===== src/rtl/definitions_pkg.sv =====
`default_nettype none
// ============================================================================
// Module      : definitions_pkg
// Description : Shared rv32i types, text-segment bounds and the IF/ID entry.
// Revision    : 1.0 - initial release
// ============================================================================
package definitions_pkg;

    typedef logic [31:0] word_ut;

    localparam word_ut TEXT_ORG  = 32'h0000_0000;
    localparam word_ut TEXT_END  = 32'h0000_1000;
    localparam word_ut NOP_INSTR = 32'h0000_0013;

    typedef struct packed {
        logic   valid;
        word_ut pc;
        word_ut pc4;
        word_ut instr;
    } if_id_t;

    // Takes a 33-bit address so a PC+4 carry-out is rejected as out of range.
    function automatic logic in_text(input logic [32:0] addr);
        logic [33:0] w_from_org;
        w_from_org = {1'b0, addr} - {2'b00, TEXT_ORG};
        return (addr[1:0] == 2'b00) && !w_from_org[33] &&
               (addr <= {1'b0, TEXT_END - 32'd4});
    endfunction

endpackage
`default_nettype wire


===== src/rtl/fetch_stage_if.sv =====
`default_nettype none
// ============================================================================
// Module      : fetch_stage_if
// Description : Control, instruction-RAM and IF/ID signals of the fetch stage.
// Revision    : 1.0 - initial release
// ============================================================================
interface fetch_stage_if;
    import definitions_pkg::*;

    logic   stall_i;
    logic   flush_i;
    logic   redirect_i;
    word_ut redirect_pc_i;
    word_ut instr_a_o;
    word_ut instr_i;
    logic   if_valid_o;
    word_ut if_pc_o;
    word_ut if_pc4_o;
    word_ut if_instr_o;
    logic   fault_o;
    word_ut fetch_count_o;

    modport master (
        input  stall_i, flush_i, redirect_i, redirect_pc_i, instr_i,
        output instr_a_o, if_valid_o, if_pc_o, if_pc4_o, if_instr_o,
               fault_o, fetch_count_o
    );

    modport slave (
        output stall_i, flush_i, redirect_i, redirect_pc_i, instr_i,
        input  instr_a_o, if_valid_o, if_pc_o, if_pc4_o, if_instr_o,
               fault_o, fetch_count_o
    );

endinterface
`default_nettype wire


===== src/rtl/if_id_reg.sv =====
`default_nettype none
// ============================================================================
// Module      : if_id_reg
// Description : IF/ID pipeline register with hold, bubble insert, async reset.
// Revision    : 1.0 - initial release
// ============================================================================
module if_id_reg
    import definitions_pkg::*;
(
    input  wire logic   clk,
    input  wire logic   rst,
    input  wire logic   i_hold,
    input  wire logic   i_bubble,
    input  wire if_id_t i_entry,
    output if_id_t      o_entry
);

    if_id_t r_entry;

    // A bubble keeps pc/pc4 so the decoder's link value stays stable.
    always_ff @(posedge clk or posedge rst) begin
        if (rst) begin
            r_entry.valid <= 1'b0;
            r_entry.pc    <= '0;
            r_entry.pc4   <= '0;
            r_entry.instr <= NOP_INSTR;
        end else if (!i_hold) begin
            if (i_bubble) begin
                r_entry.valid <= 1'b0;
                r_entry.instr <= NOP_INSTR;
            end else begin
                r_entry <= i_entry;
            end
        end
    end

    assign o_entry = r_entry;

endmodule
`default_nettype wire


===== src/rtl/fetch_stage.sv =====
`default_nettype none
// ============================================================================
// Module      : fetch_stage
// Description : rv32i fetch: PC, next-PC selection, text range check, counter.
// Revision    : 1.0 - initial release
// ============================================================================
module fetch_stage
    import definitions_pkg::*;
#(
    parameter word_ut RESET_PC = TEXT_ORG
) (
    input  wire logic    clk_i,
    input  wire logic    rst_i,
    fetch_stage_if.master bus
);

    word_ut      r_pc;
    logic        r_fault;
    word_ut      r_count;

    logic [32:0] w_pc_plus4;
    word_ut      w_pc_next;
    logic        w_fault_next;
    word_ut      w_count_next;
    logic        w_hold;
    logic        w_bubble;
    if_id_t      w_entry;
    if_id_t      w_if_id;

    // Priority: halted > redirect > stall > advance (normal or flush).
    always_comb begin
        w_pc_plus4    = {1'b0, r_pc} + 33'd4;
        w_pc_next     = r_pc;
        w_fault_next  = r_fault;
        w_count_next  = r_count;
        w_hold        = 1'b1;
        w_bubble      = 1'b0;
        w_entry.valid = 1'b1;
        w_entry.pc    = r_pc;
        w_entry.pc4   = w_pc_plus4[31:0];
        w_entry.instr = bus.instr_i;
        if (!r_fault) begin
            if (bus.redirect_i) begin
                w_hold   = 1'b0;
                w_bubble = 1'b1;
                if (in_text({1'b0, bus.redirect_pc_i})) begin
                    w_pc_next = bus.redirect_pc_i;
                end else begin
                    w_fault_next = 1'b1;
                end
            end else if (!bus.stall_i) begin
                w_hold = 1'b0;
                if (in_text(w_pc_plus4)) begin
                    w_pc_next = w_pc_plus4[31:0];
                    w_bubble  = bus.flush_i;
                    if (!bus.flush_i) begin
                        w_count_next = r_count + 32'd1;
                    end
                end else begin
                    w_bubble     = 1'b1;
                    w_fault_next = 1'b1;
                end
            end
        end
    end

    always_ff @(posedge clk_i or posedge rst_i) begin
        if (rst_i) begin
            r_pc    <= RESET_PC;
            r_fault <= 1'b0;
            r_count <= '0;
        end else begin
            r_pc    <= w_pc_next;
            r_fault <= w_fault_next;
            r_count <= w_count_next;
        end
    end

    if_id_reg u_if_id_reg (
        .clk      (clk_i),
        .rst      (rst_i),
        .i_hold   (w_hold),
        .i_bubble (w_bubble),
        .i_entry  (w_entry),
        .o_entry  (w_if_id)
    );

    assign bus.instr_a_o     = r_pc;
    assign bus.fault_o       = r_fault;
    assign bus.fetch_count_o = r_count;
    assign bus.if_valid_o    = w_if_id.valid;
    assign bus.if_pc_o       = w_if_id.pc;
    assign bus.if_pc4_o      = w_if_id.pc4;
    assign bus.if_instr_o    = w_if_id.instr;

endmodule
`default_nettype wire


===== src/flat_wrapper.sv =====
// flat-port wrapper written by rule: the top's interface ports become plain ports
module fetch_stage_flat import definitions_pkg::*;
#(
    parameter word_ut RESET_PC = TEXT_ORG
)
  (clk_i, rst_i, bus_stall_i, bus_flush_i, bus_redirect_i, bus_redirect_pc_i, bus_instr_i, bus_instr_a_o, bus_if_valid_o, bus_if_pc_o, bus_if_pc4_o, bus_if_instr_o, bus_fault_o, bus_fetch_count_o);
  fetch_stage_if bus_i ();
  input  wire logic clk_i;
  input  wire logic rst_i;
  input wire logic [$bits(bus_i.stall_i)-1:0] bus_stall_i;
  input wire logic [$bits(bus_i.flush_i)-1:0] bus_flush_i;
  input wire logic [$bits(bus_i.redirect_i)-1:0] bus_redirect_i;
  input wire logic [$bits(bus_i.redirect_pc_i)-1:0] bus_redirect_pc_i;
  input wire logic [$bits(bus_i.instr_i)-1:0] bus_instr_i;
  output wire logic [$bits(bus_i.instr_a_o)-1:0] bus_instr_a_o;
  output wire logic [$bits(bus_i.if_valid_o)-1:0] bus_if_valid_o;
  output wire logic [$bits(bus_i.if_pc_o)-1:0] bus_if_pc_o;
  output wire logic [$bits(bus_i.if_pc4_o)-1:0] bus_if_pc4_o;
  output wire logic [$bits(bus_i.if_instr_o)-1:0] bus_if_instr_o;
  output wire logic [$bits(bus_i.fault_o)-1:0] bus_fault_o;
  output wire logic [$bits(bus_i.fetch_count_o)-1:0] bus_fetch_count_o;
  assign bus_i.stall_i = bus_stall_i;
  assign bus_i.flush_i = bus_flush_i;
  assign bus_i.redirect_i = bus_redirect_i;
  assign bus_i.redirect_pc_i = bus_redirect_pc_i;
  assign bus_i.instr_i = bus_instr_i;
  assign bus_instr_a_o = bus_i.instr_a_o;
  assign bus_if_valid_o = bus_i.if_valid_o;
  assign bus_if_pc_o = bus_i.if_pc_o;
  assign bus_if_pc4_o = bus_i.if_pc4_o;
  assign bus_if_instr_o = bus_i.if_instr_o;
  assign bus_fault_o = bus_i.fault_o;
  assign bus_fetch_count_o = bus_i.fetch_count_o;
  fetch_stage #(.RESET_PC(RESET_PC)) u_core (.clk_i(clk_i), .rst_i(rst_i), .bus(bus_i));
endmodule

===== config.mk =====
export PLATFORM = sky130hd
export DESIGN_NAME = fetch_stage_flat
export DESIGN_NICKNAME = d
export VERILOG_FILES = /design/src/rtl/definitions_pkg.sv /design/src/rtl/fetch_stage_if.sv /design/src/rtl/if_id_reg.sv /design/src/rtl/fetch_stage.sv /design/src/flat_wrapper.sv
export SDC_FILE = /design/constraint.sdc
export NUM_CORES = 1
export LEC_CHECK = 0
export CORE_ASPECT_RATIO = 0.5
export CORE_MARGIN = 2
export CORE_UTILIZATION = 49
export CTS_BUF_LIST = sky130_fd_sc_hd__clkbuf_16
export CTS_CLUSTER_SIZE = 20
export DETAILED_ROUTE_END_ITERATION = 16
export HOLD_SLACK_MARGIN = 0.1
export PLACE_DENSITY = 0.84
export SLEW_MARGIN = 20
export SYNTH_ARGS = -nofsm -noshare
export SYNTH_HDL_FRONTEND = slang
export SYNTH_SLANG_ARGS = --single-unit

===== constraint.sdc =====
create_clock -name clk_i -period 8.3 [get_ports clk_i]
set_clock_uncertainty 0.05 [all_clocks]
set_input_delay 1.66 -clock clk_i [delete_from_list [all_inputs] [get_ports clk_i]]
set_output_delay 1.66 -clock clk_i [all_outputs]
set_load 0.1 [all_outputs]

==> impl_metrics.py <==
metrics = {
    "outcome": {
        "status": "complete, no violations",
    },
    "cts": {
        "cts_tree": "built",
        "clock_latency_ns": 0.42,
        "path_clk_slew_ns": 0.07,
        "cts_resized": 0,
        "post_cts_buffers": 0,
        "cts_sinks": 160,
        "hold_buffers": 0,
        "cts.root.buffer_cell": "clkbuf_16",
        "cts_buffer_depth": 2,
        "cts_buffers": 17,
        "cts_max_level": 4,
    },
    "critical_path": {
        "crit_type": "flip-flop to flip-flop",
        "crit_required_ns": 8.59,
        "cp-end-kind": "flip-flop",
        "crit_fanout": 98,
        "critPathLaunchType": "flip-flop",
        "arrival_ns": 5.10,
    },
    "die": {
        "rows": 31,
        "fp.dieH_um": 90.3,
        "ios": 231,
        "die_area_um2": 16000,
        "core_um2": 14500,
        "start_util_pct": 50.3,
        "die_x_um": 177,
    },
    "worst_hold_path": {
        "hp-class": "flip-flop to flip-flop",
    },
    "grt": {
        "grt_max_degree": 99,
        "grt-ovfl-total": 0,
        "grt_pass1_wl_um": 30400,
        "antenna_found_initial": 0,
        "grt_pass1_vias": 5633,
        "track_usage_pct": 24.0,
    },
    "power": {
        "vdd_drop_max_uv": 159,
        "power_density_nw_per_um2": 159,
        "p_leak_nw": 4.31,
        "p_comb_share_pct": 4.1,
        "p_total_mw": 1.58,
        "power.clock.fraction_pct": 46.4,
        "p_int_mw": 1.20,
        "pwr-share-seq_pct": 49.5,
        "switching_share_pct": 23.7,
        "power_switching_mw": 0.375,
    },
    "logic_synthesis": {
        "syn-num-nets": 728,
        "netlist.area_leader.share_pct": 53.8,
        "ys_seq_area_share_pct": 54.9,
        "synth_top_family_by_area": "simple AND/OR/NAND/NOR gates",
        "async_flop_share_pct": 100,
        "synth_top_cells_by_count": "157 x dfrtp_1, 43 x nor2b_1, 38 x buf_4",
        "yosysMostFrequentCell": "dfrtp_1",
        "synth_edf_count": 0,
        "yosys_warnings": 0,
        "avgSynthCellArea_um2": 11.1,
        "synth_top_area_cell": "dfrtp_1",
        "synth_simple_gate_area_share_pct": 19.8,
        "synth_compound_area_share_pct": 10.2,
        "synth-seq-cells": 160,
        "synth_xor_area_share_pct": 5.04,
        "syn_area_um2": 7300,
        "synth_ff_type": "dfrtp_1",
        "synthAdderAreaFrac_pct": 0.514,
        "synthTopCellsByArea": "dfrtp_1 54%, xnor2_1 4.4%, buf_4 3.9%, nor2b_1 3.7%, a22o_1 3.6%",
        "muxShareOfSynthArea_pct": 2.31,
        "syn_inst": 656,
        "ys_types": 62,
    },
    "timing": {
        "period_needed_ns": 4.81,
        "period_share_pct": 58.0,
        "holdWs_ns": 0.436,
        "tightest_slew_ns": 1.02,
        "tns_ns": 0,
        "fmax_ghz": 0.208,
        "slew_headroom_pct": 31.9,
        "layout_setup_ws_ns": 3.49,
        "slew_viol_final": 0,
        "finalSetupViolations": 0,
        "hold_viol": 0,
        "rsz0062_at_grt": "false",
    },
    "drt": {
        "vias_per_cell": 5.50,
        "wirelength_um": 18400,
        "ant_nets": 0,
        "routed-via-count": 5750,
        "drc_errors": 0,
        "wl_per_cell_um": 17.6,
        "drtIter0Drc": 380,
        "drt_first_pass_iters": 5,
    },
    "flow_run": {
        "cap_violations": 0,
    },
    "finish": {
        "diodes": 0,
        "nets": 907,
        "layout-drive-gt1-share_pct": 8.37,
        "syn_to_final_growth_pct": 36.3,
        "finish.utilization_pct": 68.6,
    },
    "placed_design": {
        "hpwl_um": 12600,
        "pre_cts_slack_ns": 3.12,
        "globalplace.congestion": 0.859,
        "port_buffers": 230,
    },
}
worst max-delay path, cell delays in order (launching register included):
cell and delay, ns:
dfrtp_1 0.59, ha_1 0.45, nand4_2 0.26, nor4_1 0.49
mux2_2 0.39, o21ai_0 0.21, nand4_1 0.28, nor3_4 0.23
buf_4 0.41, buf_4 0.85, and4_1 0.32, xor2_1 0.17
state kept, by name, summed over array words and instances (netlist names):
register	count
u_core.bus.instr_a_o	32
u_core.bus.fetch_count_o	32
u_core.u_if_id_reg.o_entry	95
u_core.bus.fault_o	1
final timing paths:
path / from / end / slack, ns / cells after the start
max in group asynchronous: rst_i / u_core.u_if_id_reg.o_entry[89]$_DFFE_PP0P_ / 5.05 / 3
setup / recovery: u_core.bus.instr_a_o[2]$_DFFE_PP0P_ / u_core.bus.fetch_count_o[3]$_DFFE_PP0P_ / 3.49 / 11
hold / removal: u_core.bus.fetch_count_o[31]$_DFFE_PP0P_ / u_core.bus.fetch_count_o[31]$_DFFE_PP0P_ / 0.44 / 1
min in group asynchronous: rst_i / u_core.u_if_id_reg.o_entry[79]$_DFFE_PP0P_ / 1.77 / 2
setup reg to reg: u_core.bus.instr_a_o[2]$_DFFE_PP0P_ / u_core.bus.fetch_count_o[3]$_DFFE_PP0P_ / 3.49 / 11
hold reg to reg: u_core.bus.fetch_count_o[31]$_DFFE_PP0P_ / u_core.bus.fetch_count_o[31]$_DFFE_PP0P_ / 0.44 / 1
kinds of logic (layout without fill, tap and decap cells):
family	after synthesis	count (layout)
buf+inv	84	276
compound gates	99	99
xor+xnor	42	42
fa+ha+maj	3	3
simple gates	253	253
flops	160	160
mux	15	15
final cells by class:
| class | instances | area, um^2 |
|---|---|---|
| Tap cell | 198 | 248 |
| Multi-Input combinational cell | 412 | 2780 |
| Inverter | 11 | 46.3 |
| Sequential cell | 160 | 4010 |
| Fill cell | 1095 | 4550 |
| Clock inverter | 15 | 126 |
| Clock buffer | 17 | 425 |
| Timing Repair Buffer | 233 | 2320 |
placed cells by master, fill, tap and decap left out, drive strengths merged, types with 4 or more instances in the layout:
cell type      count
xnor2             37
a21oi             19
xor2               5
nand3             24
clkbuf            17
nor4               9
nor2b             43
nor3              20
nand2             36
and3              12
clkdlybuf4s50    230
and2              25
mux2              15
nand4             26
dfrtp            157
a22o              30
o21ai             13
clkinv             4
a22oi              4
and4              10
inv               18
nor2              36
clkinvlp           4
a31oi              4
layer usage:
metal | vias up | GRT usage, % | part of all wire (%)
met3 | 27 | 4.55 | 5.3
met1 | 2858 | 32.3 | 43
met4 | 0 | 7.44 | 1.6
met2 | 221 | 39.7 | 50
met5 | - | 0 | 0
li1 | 2644 | - | -
power groups by stage:
stage	sequential (mW)	clock (mW)	combinational [mW]
after global routing	0.781	0.790	0.0706
final	0.782	0.733	0.0643
after global placement	0.796	0	0.0641
after CTS	0.782	0.748	0.0655
after detailed placement	0.796	0	0.0653
after floorplan	0.803	0	0.0179
per-stage QoR:
step,instances,area (um^2)
after floorplan,656,7300
after global placement,1014,9400
after detailed placement,1014,9400
after CTS,1046,9950
after global routing,1046,9960
final,1046,9960
Note: power is estimated with default switching activity, not from simulation.
==> edit (config.mk and constraints unchanged) <==
Make the reset (`rst` and `rst_i`) synchronous in 2 clocked blocks. Comments in the files are not updated.
--- a/src/rtl/if_id_reg.sv
+++ b/src/rtl/if_id_reg.sv
@@ -18,7 +18,7 @@
     if_id_t r_entry;
 
     // A bubble keeps pc/pc4 so the decoder's link value stays stable.
-    always_ff @(posedge clk or posedge rst) begin
+    always_ff @(posedge clk) begin
         if (rst) begin
             r_entry.valid <= 1'b0;
             r_entry.pc    <= '0;
--- a/src/rtl/fetch_stage.sv
+++ b/src/rtl/fetch_stage.sv
@@ -64,7 +64,7 @@
         end
     end
 
-    always_ff @(posedge clk_i or posedge rst_i) begin
+    always_ff @(posedge clk_i) begin
         if (rst_i) begin
             r_pc    <= RESET_PC;
             r_fault <= 1'b0;
Behaviour: differs if rst_i is asserted again (counterexample within 4 cycles, from zero or initial values and one cycle with rst_i high); with rst_i held inactive, the same outputs for 4 cycles.
==> edit against the original RTL <==
Wire length up 3.0%. Non-clock buffer count up 2. Highest routed layer unchanged. Global-route usage up 1.5 points. Synthesized cell count up 16%. Cell area down 5.6%. Synthesized area down 7.8%. Largest cell class unchanged. Setup slack worse by 0.52 ns. Sequential share of layout area down 6.2 points. Sequential cell count unchanged. Register-to-register slack better by 0.55 ns. Utilization up 1.1 points.
Power is not compared: it rests on default switching activity, and its combinational part moved more than twofold at a synthesized area within 25%.
==> edit: results (changes against the original RTL) <==
| Metric | Value |
|---|---|
| Post-CTS Resized | 0 (unchanged) |
| Pre-CTS setup slack | 2.48 ns (-0.640 ns) |
| Hold depth | 2 (+1) |
| Worst Hold End | u_core.u_if_id_reg.o_entry[96] |
| Arr. time, crit path | 5.63 ns (+0.53 ns) |
| Outcome | finished, final reports clean |
| Post-synthesis compound-gate area fraction | 0.144 (+0.0417) |
| Xor and xnor area share after synthesis | 0.0351 (-0.0153) |
| Max-slew headroom | 0.304 (-0.0147) |
| Hold path start | u_core.u_if_id_reg.o_entry[96] |
| Setup bufs post-CTS | 0 (unchanged) |
| Vias in the first global route | 5906 (+4.8%) |
| Post-synth top cells | 160 x dfxtp_1, 76 x nor2_1, 53 x nand2_1, 50 x and3_1, 40 x a21oi_1 |
| Post-route minimum period | 5.33 ns (+0.520 ns) |
| Post-detail-place hpwl | 13000 um (+3.2%) |
| Clock input transition at the sequential cells of the worst setup and hold paths | 0.07 ns (about the same) |
| Mapped Cells | 763 (+16%) |
| RD Place Congestion | 0.919 (+7.0%) |
| Inst Count DP | 1086 (+7.1%) |
| Worst Path Max Fanout | 39 (-60%) |
| Slowest stage delay, CP | 1.04 ns (+0.19 ns) |
| Area after DPL | 0.00881 mm^2 (-6.3%) |
| Critical Path Slowest Stage Cell | clkdlybuf4s50_1 |
| Final Cell Area | 0.00940 mm^2 (-5.6%) |
| Worst setup path start | bus_redirect_i |
| Antenna diodes | 0 (unchanged) |
| Die Wd | 170 um (-3.9%) |
| Final #Nets | 1001 (+10%) |
| Fraction of layout cells with a size suffix above 1 | 0.0520 (-0.0317) |
| # fillers | 994 (-9.2%) |
| Synth async-reset ratio | 0 (-1.00) |
| Post-Synthesis Net Count | 835 (+15%) |
| Hold Path Class | reg -> reg |
| First-pass GRT wire length | 30100 um (-1.0%) |
| Hold WS | 0.404 ns (-0.0315 ns) |
| Power, Total | 1.79 mW |
| GRT Util Overall | 0.255 (+0.0146) |
| Mux contribution to synthesized area | 0.00799 (-0.0151) |
| Clk Latency, worst-skew pair | 0.42 ns (about the same) |
| Synth top area cells | dfxtp_1 48%, and3_1 4.6%, nor2_1 4.2% |
| FF-to-FF Start | u_core.bus.instr_a_o[2] |
| DRT iter0 DRCs | 632 (+66%) |
| Largest net degree at the start of global routing | 95 (-4.0%) |
| Number of distinct library cells after synthesis | 55 (-11%) |
| Sequential share of the synthesized area | 0.476 (-0.0732) |
| Worst setup path endpoint | u_core.bus.fetch_count_o[25] |
| Drt wl/cell | 17.0 um (-3.6%) |
| Post-synthesis adder-cell area fraction | 0.00557 (+0.000433) |
| Vias per cell | 5.57 (+1.3%) |
| R2R setup slack | 4.04 ns (+0.55 ns) |
| CP top delay family | simple AND/OR/NAND/NOR gates |
| IO buf count | 230 (unchanged) |
| Cells on worst reg2reg path | 9 (-2) |
| Final wirelength | 19000 um (+3.0%) |
| DRT Pass-1 Iters | 6 (+1) |
==> edit: cell count changes in the layout (fill, tap and decap cells not counted), moves of 30 or more <==
cell / unedited run / this run
a22o_1: 30 / 0
nor2_1: 36 / 76
and3_1: 12 / 50
dfrtp_1: 157 / 0
dfxtp_1: 0 / 160
nor2b_1: 43 / 2
==> edit: metal layers <==
layer  global-route usage  routed length (um)  vias to the layer above
met2                0.438                9280                      237
met3               0.0650                1450                       31
met4               0.0878                 301                        0
li1                     -                   -                     3010
met5                    0                   0                        -
met1                0.316                7970                     2948
==> edit: layout make-up <==
type | instances | area share
Sequential cell | 160 | 0.341
Multi-Input combinational cell | 498 | 0.318
Timing Repair Buffer | 235 | 0.248
Clock buffer | 17 | 0.0452
Tap cell | 176 | 0.0234
Clock inverter | 15 | 0.0178
Inverter | 17 | 0.00679
